===== config.mk =====
export PLATFORM = sky130hd
export DESIGN_NAME = mem_wb_reg
export DESIGN_NICKNAME = d
export VERILOG_FILES = /design/src/rtl/mem_wb_reg_pkg.sv /design/src/rtl/mem_wb_reg_load_ext.sv /design/src/rtl/mem_wb_reg.sv
export SDC_FILE = /design/constraint.sdc
export NUM_CORES = 1
export LEC_CHECK = 0
export CAP_MARGIN = 10
export CORE_MARGIN = 2
export CORE_UTILIZATION = 45
export DETAILED_ROUTE_END_ITERATION = 10
export PLACE_DENSITY = 0.79
export REMOVE_ABC_BUFFERS = 1
export SKIP_CTS_REPAIR_TIMING = 1
export SLEW_MARGIN = 20
export SYNTH_ARGS = -nofsm -noshare
export SYNTH_HDL_FRONTEND = slang
export SYNTH_HIERARCHICAL = 1
export SYNTH_SLANG_ARGS = --single-unit

===== constraint.sdc =====
create_clock -name clk -period 2.4 [get_ports clk]
set_input_delay 0.48 -clock clk [delete_from_list [all_inputs] [get_ports clk]]
set_output_delay 0.48 -clock clk [all_outputs]
set_load 0.1 [all_outputs]

===== src/rtl/mem_wb_reg_pkg.sv =====
// Shared CPU definitions for the MEM/WB boundary:
// load funct3 codes, write-back source codes and the stage bundle.
package mem_wb_reg_pkg;

  localparam logic [2:0] LB  = 3'b000;
  localparam logic [2:0] LH  = 3'b001;
  localparam logic [2:0] LW  = 3'b010;
  localparam logic [2:0] LBU = 3'b100;
  localparam logic [2:0] LHU = 3'b101;

  localparam logic [1:0] WD_PC4  = 2'd0;
  localparam logic [1:0] WD_ALU  = 2'd1;
  localparam logic [1:0] WD_MEM  = 2'd2;
  localparam logic [1:0] WD_ZERO = 2'd3;

  typedef struct packed {
    logic        valid;
    logic [31:0] pc_add4;
    logic [31:0] alu_res;
    logic [31:0] ld_data;
    logic [1:0]  wd_sel;
    logic        we;
    logic [4:0]  wa;
  } mem_wb_t;

endpackage


===== src/rtl/mem_wb_reg_load_ext.sv =====
// Load data extraction: picks byte/half/word from an aligned
// memory word and sign- or zero-extends it.
module load_ext
  import mem_wb_reg_pkg::*;
(
  input  logic [31:0] rdata_i,
  input  logic [1:0]  offset_i,
  input  logic [2:0]  type_i,
  output logic [31:0] data_o
);

  logic [7:0]  byte_sel;
  logic [15:0] half_sel;

  // Halfword select ignores offset bit 0; misalignment never traps.
  always_comb begin
    byte_sel = rdata_i[{offset_i, 3'b000} +: 8];
    half_sel = offset_i[1] ? rdata_i[31:16] : rdata_i[15:0];
    case (type_i)
      LB:      data_o = {{24{byte_sel[7]}}, byte_sel};
      LBU:     data_o = {24'd0, byte_sel};
      LH:      data_o = {{16{half_sel[15]}}, half_sel};
      LHU:     data_o = {16'd0, half_sel};
      default: data_o = rdata_i;
    endcase
  end

endmodule


===== src/rtl/mem_wb_reg.sv =====
// MEM/WB pipeline register with stall, flush, load extraction
// and a retired-instruction counter.
module mem_wb_reg
  import mem_wb_reg_pkg::*;
#(
  parameter int CNT_W = 32
) (
  input  logic             clk,
  input  logic             rstn,
  input  logic             en,
  input  logic             flush,
  input  logic             mem_valid,
  input  logic [31:0]      mem_pc_add4,
  input  logic [31:0]      mem_alu_res,
  input  logic [31:0]      mem_dmem_rdata,
  input  logic [2:0]       mem_ld_type,
  input  logic [1:0]       mem_rf_wd_sel,
  input  logic             mem_rf_we,
  input  logic [4:0]       mem_rf_wa,
  output logic             wb_valid,
  output logic [31:0]      wb_pc_add4,
  output logic [31:0]      wb_alu_res,
  output logic [31:0]      wb_ld_data,
  output logic [1:0]       wb_rf_wd_sel,
  output logic [4:0]       wb_rf_wa,
  output logic             wb_rf_we,
  output logic [CNT_W-1:0] commit_cnt
);

  mem_wb_t          st_q, st_d;
  logic [CNT_W-1:0] cnt_q, cnt_d;
  logic [31:0]      ld_data;

  load_ext u_load_ext (
    .rdata_i  (mem_dmem_rdata),
    .offset_i (mem_alu_res[1:0]),
    .type_i   (mem_ld_type),
    .data_o   (ld_data)
  );

  // Flush beats stall; a flushed slot is a full bubble.
  always_comb begin
    st_d  = st_q;
    cnt_d = cnt_q;
    if (flush) begin
      st_d = '0;
    end else if (en) begin
      st_d.valid   = mem_valid;
      st_d.pc_add4 = mem_pc_add4;
      st_d.alu_res = mem_alu_res;
      st_d.ld_data = ld_data;
      st_d.wd_sel  = mem_rf_wd_sel;
      st_d.we      = mem_rf_we;
      st_d.wa      = mem_rf_wa;
      cnt_d        = cnt_q + CNT_W'(mem_valid);
    end
  end

  always_ff @(posedge clk or negedge rstn) begin
    if (!rstn) begin
      st_q  <= '0;
      cnt_q <= '0;
    end else begin
      st_q  <= st_d;
      cnt_q <= cnt_d;
    end
  end

  assign wb_valid     = st_q.valid;
  assign wb_pc_add4   = st_q.pc_add4;
  assign wb_alu_res   = st_q.alu_res;
  assign wb_ld_data   = st_q.ld_data;
  assign wb_rf_wd_sel = st_q.wd_sel;
  assign wb_rf_wa     = st_q.wa;
  assign wb_rf_we     = st_q.we & st_q.valid & (|st_q.wa);
  assign commit_cnt   = cnt_q;

endmodule


# Word-level counts from Yosys, hierarchy flattened
# Cells that the tools add are included.
[totals]
reg_bits = 137
input_bits = 112
[classes]
add_sub_neg = 1
eq_ne = 3
shifts = 1
mux = 4
n_bitwise = 3
reduce_logical = 4
[op_table]
columns = ["op", "n"]
rows = [
  ["105-bit two-way mux", 2],
  ["32-bit one-hot mux with 4 select lines", 1],
  ["32-bit by 1-bit adder with 32-bit output", 1],
  ["32-bit by 6-bit variable part select with 8-bit output", 1],
  ["16-bit two-way mux", 1],
  ["3-bit == test (second input constant)", 2],
  ["5-bit OR reduction", 1],
  ["3-bit by 1-bit == test with 1-bit output (second input constant)", 1],
  ["3-bit logical NOT", 1],
  ["1-bit bitwise AND", 2],
  ["2-bit AND reduction", 1],
  ["2-bit nonzero test", 1],
  ["1-bit NOT", 1],
]

# Depth between registers and ports, before layout
[depth]
word_depth = 4
ltp_mapped = 7

# Cells and area by module
# The synthesis kept the hierarchy.
[by_module_without_submodules]
columns = ["mod", "instances", "cells_per_inst", "area_per_inst_um2"]
rows = [
  ["mem_wb_reg", 1, 580, 6543.8],
  ["load_ext", 1, 96, 845.8],
]

# Worst setup path before layout
# No wires, ideal clock.
[synth_path]
kind = "flip-flop to flip-flop"
from = "register cnt_q[0], in the netlist commit_cnt[0]"
to = "register cnt_q[16], in the netlist commit_cnt[16]"
arrival_time_ns = 2.216
t_required_ns = 2.240
path_slack_ns = 0.024
path_stages_with_launch = 7
n_path_buf = 0
synth_period_minus_slack_ns = 2.376
cell_sequence = "dfrtp_1 ha_1 ha_1 nand4b_1 nor4_2 nand3_1 xnor2_1"
[synth_between]
elab_chain_cells = 1
[synth_rtl]
columns = ["element", "line", "rtl"]
rows = [
  ["start: declaration", "mem_wb_reg.sv:31", "logic [CNT_W-1:0] cnt_q, cnt_d;"],
  ["start signal: assignment", "mem_wb_reg.sv:65", "cnt_q <= cnt_d;"],
  ["32-bit by 1-bit adder with 32-bit output", "mem_wb_reg.sv:55", "cnt_d = cnt_q + CNT_W'(mem_valid);"],
]
# No other way between the ends.
# A chain may end at the register's enable or synchronous reset.

# Worst setup path in the final report
[layout_path]
from = "register st_q, in the netlist wb_rf_wa[1]"
to = "output port wb_rf_we"
[layout_between]
elab_chain_cells = 2
[layout_rtl]
columns = ["element", "line", "rtl"]
rows = [
  ["start: declaration", "mem_wb_reg.sv:30", "mem_wb_t st_q, st_d;"],
  ["start signal: assignment", "mem_wb_reg.sv:64", "st_q <= st_d;"],
  ["5-bit OR reduction", "mem_wb_reg.sv:75", "assign wb_rf_we = st_q.we & st_q.valid & (|st_q.wa);"],
  ["1-bit bitwise AND", "mem_wb_reg.sv:75", ""],
  ["end: declaration", "mem_wb_reg.sv:26", "output logic wb_rf_we,"],
]
# No other way between the ends.

==> impl_results.md <==
- Run status: finished, final reports clean
- PnR worst setup slack: 203 ps
- TritonCTS clock tree: built
- Sequential fraction of the synthesis area: 0.464
- Critical Path Sink Type: output port
- Area overhead of the layout relative to synthesis: 30.8%
- Aggregate global-route resource usage: 0.209
- FP Rows: 46
- Overall power after layout: 0.00737 W
- Clock period minus worst slack: 2200 ps
- Post-Synthesis Cells: 676
- Worst path slowest cell: or3_1
- Remaining global-route overflow: 0
- IR drop worst, VDD: 0.000942 V
- Initial core utilization: 0.464
- Antenna cell count: 0
- DRT antenna net count: 0
- Chip width: 132 um
- RSZ-0062 raised after global routing: false
- Detailed-route via count: 5374
- Slowest cell delay on critical path: 400 ps
- F_max: 455 MHz
- PwrDens: 762 nW/um^2
- Insertion delay to the later sink of the worst-skew pair: 410 ps
- Worst Clk Skew: 8.63 ps
- CTS clk-pin slew, worst paths: 60 ps
- Critical Path RT: 1920 ps
- Nature of the critical path startpoint: flop
- Number of warning messages in the yosys log: 6
- Least-Margin Pin Slew: 740 ps
- Detailed placement HPWL: 12900 um
- Cell chosen for the clock root: clkbuf_16
- Detailed Route Iter0 Violations: 363
- Worst path cell trace: or3_1 > o311a_1 > buf_12
- Number of I/O pins: 249
- Most frequent standard cell in the layout excluding fill and tap cells: buf_4
- Synth unique cells: 46
- Worst slew slack as a fraction of its limit: 0.507
- Number of synthesized register bits: 137
- Total setup violations reported at the end of the flow: 0
- Fin cells: 1053
- First-pass iteration count of the detailed router: 4
- Routed wirelength normalized by instance count: 17.2 um
- Post-route core utilization: 0.606
- Max-cap violations: 0
- Antenna violations before repair: 0
- Area of the core: 15900 sq um
- Vias in the first global route: 5385
- Leak: 4.76 nW
- Total of buffers placed on input and output ports: 248
- Classification of the worst setup path: reg2out
- Leading cell types in the layout, fill and taps excluded: buf_4, dfrtp_1, nor2_1
- Maximum number of pins on one net before global-route repair: 106
- Tightest Hold Check Type: in2reg
- Final hold vios: 0
- Worst hold margin: 424 ps
- CTS max path bufs: 2
- Post-synth design cell area: 7390 sq um
- Largest driver fanout on the critical path: 3
- Total wire length after detailed routing: 18100 um
- Final Wtd Congestion: 0.854
- Detail-routed via count per cell: 5.10
- Area of the die: 17500 sq um
- Fraction of layout cells with a size suffix above 1: 0.265
- H-tree level count: 4
- Total CTS buffers: 17
- Nets: 939
- Inst Count DP: 1020
- Drt drc: 0
- Die height: 132 um
- Synthesized area per cell: 10.9 sq um
- TritonCTS sink count: 137
- First-pass GRT wire length: 29200 um
- Pins Over Slew Limit: 0
- Data arrival time at the worst-slack endpoint: 1720 ps
- Placement Setup Slack: -12.4 ps
- Part of the cycle the worst path needs: 0.915
-- kinds of logic after synthesis --
family	synth area share
buf+inv	0.132
simple gates	0.134
xor+xnor	0.0356
flops	0.464
mux	0.162
compound gates	0.0686
fa+ha+maj	0.00508
-- power by group --
part	switching, W	leakage [nW]	internal, W
Sequential	0.000124	1.83	0.00246
Combinational	0.00151	2.64	0.000602
Clock	0.00100	0.294	0.00167
-- worst max-delay path, delay by kind of cell, from the launching register on --
family	cells	cell delay, ps
simple gates	1	400
buf+inv	1	180
compound gates	1	340
flops	1	390
-- through the flow --
| step | instance area (sq um) | setup TNS, ps |
|---|---|---|
| 5_1_grt | 9670 | 0 |
| 2_1_floorplan | 6430 | 0 |
| 6_report | 9670 | 0 |
| 3_3_place_gp | 9050 | 0 |
| 4_1_cts | 9660 | 0 |
| 3_5_place_dp | 9050 | -12.4 |
-- path summary, 6_finish.rpt --
| check | slack [ps] | start | end | cells past startpoint |
|---|---|---|---|---|
| max | 200 | wb_rf_wa[1] | wb_rf_we | 3 |
| min | 420 | en | wb_rf_wa[2] | 3 |
| max reg2reg | 610 | commit_cnt[0] | commit_cnt[10] | 6 |
| min reg2reg | 500 | commit_cnt[31] | commit_cnt[31] | 1 |
| max in group asynchronous | 1200 | rstn | wb_pc_add4[24] | 3 |
| min in group asynchronous | 550 | rstn | wb_pc_add4[12] | 2 |
-- Yosys cell counts (all sizes together) --
library cell | number | area share
a2bb2oi | 20 | 0.036
nand3 | 9 | 0.0078
nand4b | 4 | 0.0047
nor2 | 113 | 0.058
o21ai | 1 | 0.0012
dfrtp | 137 | 0.46
clkbuf | 15 | 0.0076
o221ai | 5 | 0.0059
buf | 123 | 0.12
o21a | 3 | 0.0030
nor4b | 1 | 0.0012
nand2b | 1 | 0.00085
a221o | 6 | 0.0081
o31a | 1 | 0.0024
a211oi | 1 | 0.0010
nor3b | 1 | 0.0017
nor3 | 5 | 0.0041
clkinv | 1 | 0.00051
ha | 3 | 0.0051
a22o | 2 | 0.0024
nand4 | 14 | 0.013
or3b | 1 | 0.0012
mux2i | 111 | 0.15
xnor2 | 28 | 0.033
and3 | 8 | 0.0068
inv | 2 | 0.0010
xor2 | 2 | 0.0024
mux2 | 7 | 0.011
nand2 | 20 | 0.010
nor4 | 3 | 0.0074
a21oi | 7 | 0.0047
or3 | 2 | 0.0017
a22oi | 1 | 0.0029
and2 | 2 | 0.0017
o311a | 1 | 0.0014
and4 | 4 | 0.0047
nor2b | 11 | 0.0093
-- registers in the layout, summed over array words and instances, names as in the netlist --
signal,cells
commit_cnt,32
st_q,1
wb_alu_res,32
wb_ld_data,32
wb_pc_add4,32
wb_rf_wa,5
wb_rf_wd_sel,2
wb_valid,1
-- routing by layer --
metal	vias to the layer above	routed length [um]	GRT usage
li1	2524	-	-
met4	0	357	0.0707
met3	27	1580	0.0619
met2	220	8310	0.317
met5	-	0	0
met1	2603	7840	0.286
-- area by class of cell --
type | instances | area [sq um]
Tap cell | 216 | 270
Clock buffer | 19 | 443
Clock inverter | 13 | 168
Inverter | 3 | 11.3
Multi-Input combinational cell | 398 | 2990
Timing Repair Buffer | 267 | 2360
Fill cell | 1336 | 6270
Sequential cell | 137 | 3430
No activity file was read; power rests on OpenSTA's default activity.
